**src/rtl/ext_bus_master.sv**
```systemverilog
`default_nettype none
// ============================================================================
// Module   : ext_bus_master
// Purpose  : Initiator for the 16-bit chip-select/read/write external register
//            bus. Turns a single-cycle req/ack host access into a timed bus
//            cycle: SETUP (address + strobe), STROBE (cs=11), HOLD, DONE.
// Ports    : clk_i, reset_i (sync, active-low)
//            host : req_i, we_i, reg_addr_i, size32_i, wdata_i -> rdata_o,
//                   ack_o, busy_o
//            bus  : bus_addr_o, bus_data_o, bus_data_oe_o, bus_data_i,
//                   bus_read_n_o, bus_write_n_o, bus_cs_o
// Options  : EXT_BUS_MASTER_WORD32_EN - size32_i=1 runs two 16-bit bus
//            cycles (reg, reg+1) with one ack. Undefined: size32_i ignored.
// Revision : 1.0 - initial release
// ============================================================================
module ext_bus_master #(
  parameter int ADDR_WIDTH    = 25,
  parameter int DATA_WIDTH    = 16,
  parameter int SETUP_CYCLES  = 2,
  parameter int STROBE_CYCLES = 6,
  parameter int HOLD_CYCLES   = 2
) (
  input  logic                  clk_i,
  input  logic                  reset_i,
  input  logic                  req_i,
  input  logic                  we_i,
  input  logic [3:0]            reg_addr_i,
  input  logic                  size32_i,
  input  logic [31:0]           wdata_i,
  output logic [31:0]           rdata_o,
  output logic                  ack_o,
  output logic                  busy_o,
  output logic [ADDR_WIDTH-1:0] bus_addr_o,
  output logic [DATA_WIDTH-1:0] bus_data_o,
  output logic                  bus_data_oe_o,
  input  logic [DATA_WIDTH-1:0] bus_data_i,
  output logic                  bus_read_n_o,
  output logic                  bus_write_n_o,
  output logic [1:0]            bus_cs_o
);

  // Clamp phase lengths; the strobe minimum covers the responder's 3-stage
  // cs synchroniser plus its registered read data.
  localparam int c_setup  = (SETUP_CYCLES  < 1) ? 1 : SETUP_CYCLES;
  localparam int c_strobe = (STROBE_CYCLES < 5) ? 5 : STROBE_CYCLES;
  localparam int c_hold   = (HOLD_CYCLES   < 1) ? 1 : HOLD_CYCLES;
  localparam int c_max_ss = (c_setup > c_strobe) ? c_setup : c_strobe;
  localparam int c_max    = (c_max_ss > c_hold) ? c_max_ss : c_hold;
  localparam int c_cnt_w  = $clog2(c_max) + 1;

  typedef enum logic [2:0] {
    ST_IDLE   = 3'd0,
    ST_SETUP  = 3'd1,
    ST_STROBE = 3'd2,
    ST_HOLD   = 3'd3,
    ST_DONE   = 3'd4
  } state_t;

  state_t               state_q, state_d;
  logic [c_cnt_w-1:0]   cnt_q, cnt_d;
  logic                 hi_q, hi_d;      // 1 while running the upper half
  logic                 we_q;
  logic [3:0]           reg_q;
  logic [31:0]          wdata_q;
  logic [31:0]          rdata_q;

  logic                 w_accept;
  logic                 w_cnt_zero;
  logic                 w_capture;
  logic                 w_more;          // a second half is still to run
  logic                 w_strobe_act;
  logic [3:0]           w_idx;
  logic [15:0]          w_wdata_half;
  logic [15:0]          w_rd_half;

  assign w_accept   = (state_q == ST_IDLE) && req_i;
  assign w_cnt_zero = (cnt_q == '0);
  assign w_capture  = (state_q == ST_STROBE) && w_cnt_zero && !we_q;

`ifdef EXT_BUS_MASTER_WORD32_EN
  logic size32_q;

  always_ff @(posedge clk_i) begin
    if (!reset_i) begin
      size32_q <= 1'b0;
    end else if (w_accept) begin
      size32_q <= size32_i;
    end
  end

  assign w_more = size32_q && !hi_q;
`else
  logic w_unused;
  assign w_unused = size32_i;
  assign w_more   = 1'b0;
`endif

  // ---------------------------------------------------------------------------
  // State register and phase counter
  // ---------------------------------------------------------------------------
  always_ff @(posedge clk_i) begin
    if (!reset_i) begin
      state_q <= ST_IDLE;
      cnt_q   <= '0;
      hi_q    <= 1'b0;
    end else begin
      state_q <= state_d;
      cnt_q   <= cnt_d;
      hi_q    <= hi_d;
    end
  end

  always_comb begin
    state_d = state_q;
    cnt_d   = cnt_q;
    hi_d    = hi_q;
    unique case (state_q)
      ST_IDLE: begin
        if (req_i) begin
          state_d = ST_SETUP;
          cnt_d   = c_cnt_w'(c_setup - 1);
          hi_d    = 1'b0;
        end
      end
      ST_SETUP: begin
        if (w_cnt_zero) begin
          state_d = ST_STROBE;
          cnt_d   = c_cnt_w'(c_strobe - 1);
        end else begin
          cnt_d = cnt_q - 1'b1;
        end
      end
      ST_STROBE: begin
        if (w_cnt_zero) begin
          state_d = ST_HOLD;
          cnt_d   = c_cnt_w'(c_hold - 1);
        end else begin
          cnt_d = cnt_q - 1'b1;
        end
      end
      ST_HOLD: begin
        if (w_cnt_zero) begin
          if (w_more) begin
            state_d = ST_SETUP;
            cnt_d   = c_cnt_w'(c_setup - 1);
            hi_d    = 1'b1;
          end else begin
            state_d = ST_DONE;
          end
        end else begin
          cnt_d = cnt_q - 1'b1;
        end
      end
      ST_DONE: state_d = ST_IDLE;
      default: state_d = ST_IDLE;
    endcase
  end

  // ---------------------------------------------------------------------------
  // Request latch and read-data capture
  // ---------------------------------------------------------------------------
  assign w_rd_half = 16'(bus_data_i);

  always_ff @(posedge clk_i) begin
    if (!reset_i) begin
      we_q    <= 1'b0;
      reg_q   <= 4'd0;
      wdata_q <= 32'd0;
      rdata_q <= 32'd0;
    end else if (w_accept) begin
      we_q    <= we_i;
      reg_q   <= reg_addr_i;
      wdata_q <= wdata_i;
      rdata_q <= 32'd0;
    end else if (w_capture) begin
      if (hi_q) begin
        rdata_q[31:16] <= w_rd_half;
      end else begin
        rdata_q[15:0]  <= w_rd_half;
      end
    end
  end

  // ---------------------------------------------------------------------------
  // Bus outputs, decoded from registered state only
  // ---------------------------------------------------------------------------
  // Strobes stay asserted through the first HOLD cycle so they never move
  // in the same cycle cs drops.
  assign w_strobe_act = (state_q == ST_SETUP) || (state_q == ST_STROBE) ||
                        ((state_q == ST_HOLD) && (cnt_q == c_cnt_w'(c_hold - 1)));

  assign w_idx        = reg_q + {3'b000, hi_q};   // upper half wraps mod 16
  assign w_wdata_half = hi_q ? wdata_q[31:16] : wdata_q[15:0];

  assign bus_addr_o    = {{(ADDR_WIDTH-5){1'b0}}, w_idx, 1'b0};
  assign bus_data_o    = DATA_WIDTH'(w_wdata_half);
  assign bus_data_oe_o = w_strobe_act && we_q;
  assign bus_read_n_o  = !(w_strobe_act && !we_q);
  assign bus_write_n_o = !(w_strobe_act && we_q);
  assign bus_cs_o      = (state_q == ST_STROBE) ? 2'b11 : 2'b00;

  assign rdata_o = rdata_q;
  assign ack_o   = (state_q == ST_DONE);
  assign busy_o  = (state_q != ST_IDLE);

endmodule
`default_nettype wire

```
**config.mk**
```make
export PLATFORM = sky130hd
export DESIGN_NAME = ext_bus_master
export DESIGN_NICKNAME = d
export VERILOG_FILES = /design/src/rtl/ext_bus_master.sv
export SDC_FILE = /design/constraint.sdc
export NUM_CORES = 1
export LEC_CHECK = 0
export CAP_MARGIN = 20
export CORE_MARGIN = 2
export CORE_UTILIZATION = 37
export CTS_BUF_LIST = sky130_fd_sc_hd__clkbuf_4
export DETAILED_ROUTE_END_ITERATION = 16
export PLACE_DENSITY = 0.81
export SETUP_SLACK_MARGIN = 0.2
export SYNTH_ARGS = -nofsm -noshare
export SYNTH_HDL_FRONTEND = slang
export SYNTH_SLANG_ARGS = --single-unit
```
**constraint.sdc**
```tcl
create_clock -name clk_i -period 1.97 [get_ports clk_i]
set_input_delay 0.394 -clock clk_i [delete_from_list [all_inputs] [get_ports clk_i]]
set_output_delay 0.394 -clock clk_i [all_outputs]
set_load 0.005 [all_outputs]
```
* Word level (Yosys, flattened, before mapping) *
Cells that the tools add are included.

word-level totals
  logic and storage cells = 47
  output and inout bits = 80
  bits of input ports = 57
  register bits = 44

operators by class
  bitwise gates (word level) = 1
  muxes and demuxes = 11
  reductions and logical operators = 18
  equal/unequal tests = 10
  add/subtract/negate cells = 1

operators by type and width
  operator             count
  $mux 4               4
  $pmux 4 s4           1
  $mux 3               4
  $pmux 3 s4           1
  $ne 2x2->1 const B   5
  $eq 3x2->1 const B   2
  $logic_and 1x1->1    6
  $eq 4x1->1 const B   1
  $logic_not 4->1      1
  $reduce_and 4->1     1
  $reduce_bool 4->1    1
  $sub 4x1->4 const B  1
  $eq 3x1->1 const B   1
  $eq 3x3->1 const B   1
  $logic_not 1->1      3
  $logic_not 3->1      1
  $reduce_and 3->1     1
  $reduce_bool 3->1    1
  $logic_or 1x1->1     2
  $mux 2               1
  $reduce_or 2->1      1
  $not 1->1            1

* Depth between registers and ports, before layout *
  word-level depth = 5
  depth in mapped cells = 8
  depth with buffers taken out = 6

* Worst setup path after synthesis *
No wires, ideal clock.

  kind = register -> register
  start = reg cnt_q[0]
  end = reg cnt_q[3]
  path buffers = 0
  path slack = 285 ps
  data required time = 1854 ps
  arrival time = 1568 ps
  cell stages (with the launch flop) = 7
  clock period less this slack = 1685 ps
  library setup time = 116 ps
  path through = dfxtp_1 -> inv_1 -> ha_1 -> nor3b_2 -> a311oi_1 -> o32ai_1 -> a41o_1

on the way
  word-level cells in the longest chain between the ends = 3
  elaborated cells between the ends (all ways) = 8
  those cells by class = add/sub: 1; eq/ne: 1; mux: 4; reduce/logical: 2

RTL lines
  what                                            RTL line  text
  start: declaration                              60        logic [c_cnt_w-1:0] cnt_q, cnt_d;
  start signal: assignment                        108       cnt_q <= cnt_d;
  $sub 4x1->4 or $logic_not 4->1 (tied branches)  -
  $mux 4 (tied with other cells)                  142       if (w_cnt_zero) begin
  $pmux 4 s4 or $reduce_and 3->1 (tied branches)  -

Parallel ways exist; a longest one is shown, timed or not. The select of a mux whose other input is x is not followed.
A chain may end at the register's enable or synchronous reset.

* Final worst setup path *
  start = reg cnt_q[1]
  end = out bus_data_oe_o

on the way
  word-level cells in the longest chain between the ends = 4

RTL lines
  what               RTL line  text
  $eq 4x1->1         190       ((state_q == ST_HOLD) && (cnt_q == c_cnt_w'(c_hold - 1)));
  $logic_and 1x1->1  190
  $logic_or 1x1->1   189       assign w_strobe_act = (state_q == ST_SETUP) || (state_q == ST_STROBE) ||
  $logic_and 1x1->1  197       assign bus_data_oe_o = w_strobe_act && we_q;
  end: declaration   35        output logic bus_data_oe_o,

Every way passes these cells.

==> flow_summary_export.csv <==
group,metric,value,unit
critical_path,reg2reg_slack,260,ps
cts,cts_root_buffer,"clkbuf_4",
sta,slew_viol_final,0,
final_layout,fin_util,55.9,%
grt,antenna_found_initial,0,
synthesis,synth_edf_count,0,
routing,wire_per_inst,12.0,um
synthesis,ys_seq_elements,44,
place,gp_congestion,0.842,
worst_hold_path,hold_class,"flop to flop",
grt,grt_pass1_wl,7.36,mm
job,drv_cap,0,
grt,grt_start_max_net_pins,23,
critical_path,cp_max_fo,2,
floorplan,ios,137,
final_layout,final_area,3100,um2
synthesis,seq_area_frac_synth,41.5,%
critical_path,rr_startpoint,"state_q[0]",
cts,clock_sinks,44,
sta,setup_violations,0,
cts,clockBufferDepth,2,
critical_path,end_kind,"primary output",
cts,cts_buffers,5,
synthesis,yosys-top-cells-count,"nand2_1 (49), dfxtp_1 (44), buf_4 (39), a21boi_1 (20), nor2_1 (19)",
routing,via_per_inst,4.42,
power,power_leakage,1.36,nW
critical_path,critPathKind,"flop to primary output",
final_layout,layout.cells.non_filler,406,
sta,fin_crit,1850,ps
routing,ant_nets,0,
sta,fin_crit_sh,94.1,%
floorplan,dieHeight,79.8,um
cts,cts_tree,"done",
grt,overflow,0,
final_layout,nets,392,
routing,drt_pass1_iterations,4,
grt,grt_pass1_vias,1661,
cts,worstSkewPairLatency,360,ps
place,dp_cells,388,
synthesis,synth_cell_types,36,
final_layout,syn2layout_area_growth,45.8,%
synthesis,synth_most_common_cell,"nand2_1",
synthesis,synth_top_cell_by_area,"dfxtp_1",
grt,grt_usage,14.7,%
worst_hold_path,worstHoldStart,"wdata_q[11]",
critical_path,rr_worst_depth,6,
routing,drtIter0Drc,57,
place,io_buffers,82,
sta,fmax,540,MHz
synthesis,synth_top_flop_cell,"dfxtp_1",
synthesis,yosys_warnings,0,
synthesis,syn_area,2120,um2
floorplan,die_x,79.8,um
synthesis,yosys-top-cells-area,"dfxtp_1 (41%), buf_4 (14%), nand2_1 (8.7%)",
routing,drc_errors,0,
routing,dr_total_vias,1795,
critical_path,worstPathRequired,1580,ps
floorplan,die-area,6360,um2
place,dp_hpwl,3.41,mm
synthesis,synth.top_cell.area_share,41.5,%
power,irDropWorstVdd,0.425,mV
place,placed_area,2860,um2
critical_path,reg2reg_to,"wdata_q[9]",
power,pwr_density_cell,937,nW/um2
sta,rsz0062_at_grt,"yes",
status,status,"finished clean",
cts,clk_pin_slew,130,ps
synthesis,avgSynthCellArea,8.89,um2
synthesis,async_flop_share,0,%
sta,skew,13.0,ps
critical_path,critical_path.startpoint,"cnt_q[1]",
worst_hold_path,min_to,"wdata_q[11]",
floorplan,rows,27,
floorplan,coreArea,5540,um2
final_layout,diodes,0,
synthesis,syn_inst,239,
critical_path,start_kind,"flop",
sta,hold_viol,0,
sta,fin_tns_setup,0,ps
floorplan,start_util,38.3,%
cts,htreeDepth,2,
final_layout,drive_gt1_share,15.9,%
critical_path,arrival,1460,ps
routing,finalWirelength,4.87,mm
worst_hold_path,whs_path_depth,2,
metrics by stage:
stage | setup WS, ps | hold slack, ps | total power, mW
6_report | 117 | 459 | 2.90
5_1_grt | 48.9 | 485 | 3.11
4_1_cts | 104 | 462 | 2.83
3_5_place_dp | 52.7 | 444 | 2.13
3_3_place_gp | 91.4 | 440 | 2.10
2_1_floorplan | 285 | 451 | 1.77
report_power, final:
group / switching (mW) / internal, mW / leakage (nW) / total [mW]
Sequential: 0.0815 / 1.02 / 0.361 / 1.10
Combinational: 0.549 / 0.678 / 0.959 / 1.23
Clock: 0.304 / 0.271 / 0.0418 / 0.576
Total: 0.935 / 1.97 / 1.36 / 2.90
layer usage:
layer	up-vias	wire length, um	global-route usage [%]
li1	894	-	-
met1	827	2000	17.1
met2	70	2450	26.1
met3	4	361	3.85
met4	0	60	5.08
met5	-	0	0
critical path, stage by stage (launching register included):
cell     delay [ps]
dfxtp_2         350
inv_2            50
ha_4            150
a21oi_2         140
nor3_2           60
buf_4           140
and2_4          130
buf_6           110
final cells by class:
type                            count  area [um2]
Fill cell                         519        2440
Multi-Input combinational cell    178        1060
Timing Repair Buffer              100         960
Sequential cell                    44         892
Tap cell                           72        90.1
Clock inverter                      3        46.3
Clock buffer                        5        37.5
Inverter                            4        15.0
registers in the layout (all words and copies together) (netlist names):
name and flops:
state_q 3, rdata_o 16, reg_q 4, we_q 1, wdata_q 16, cnt_q 4
placed cells by master (no fill, tap or decap), types with 2 or more instances in the layout:
master,instances
a21boi_1,20
and2_1,2
buf_2,3
buf_4,16
buf_6,4
clkbuf_4,5
clkdlybuf4s50_1,75
conb_1,37
dfxtp_1,39
dfxtp_2,3
dfxtp_4,2
inv_1,3
mux2i_1,16
nand2_1,49
nand2b_1,3
nor2_1,17
nor2_2,2
nor3_1,2
nor3b_4,2
o21ai_0,2
or3_1,2
kinds of logic (layout without fill, tap and decap cells):
group	after synthesis	after routing	synth area share (%)
and+or+nand+nor	87	88	18.7
xor gates and xnor gates	1	1	0.412
buffers and inverters	54	112	18.4
DFF	44	44	41.5
other	1	37	0.177
adders and majority gates	3	3	1.65
muxes	17	17	8.01
AOI/OAI and AO/OA	32	32	11.2
timing repair:
action,CTS,global route
endpoints found under the setup margin,7,26
gates resized for setup,41,9
pin swaps,5,4
hold buffers,0,0
cloned,0,1
setup buffers,6,3
worst max-delay path by stage:
| stage | to | slack [ps] |
|---|---|---|
| 5_1_grt | bus_data_oe_o | 50 |
| 2_1_floorplan | cnt_q[3] | 290 |
| 3_5_place_dp | bus_data_oe_o | 50 |
| 6_report | bus_data_oe_o | 120 |
| 4_1_cts | bus_data_oe_o | 100 |
| 3_3_place_gp | bus_data_oe_o | 90 |
Power figures use the tool's default switching activity.
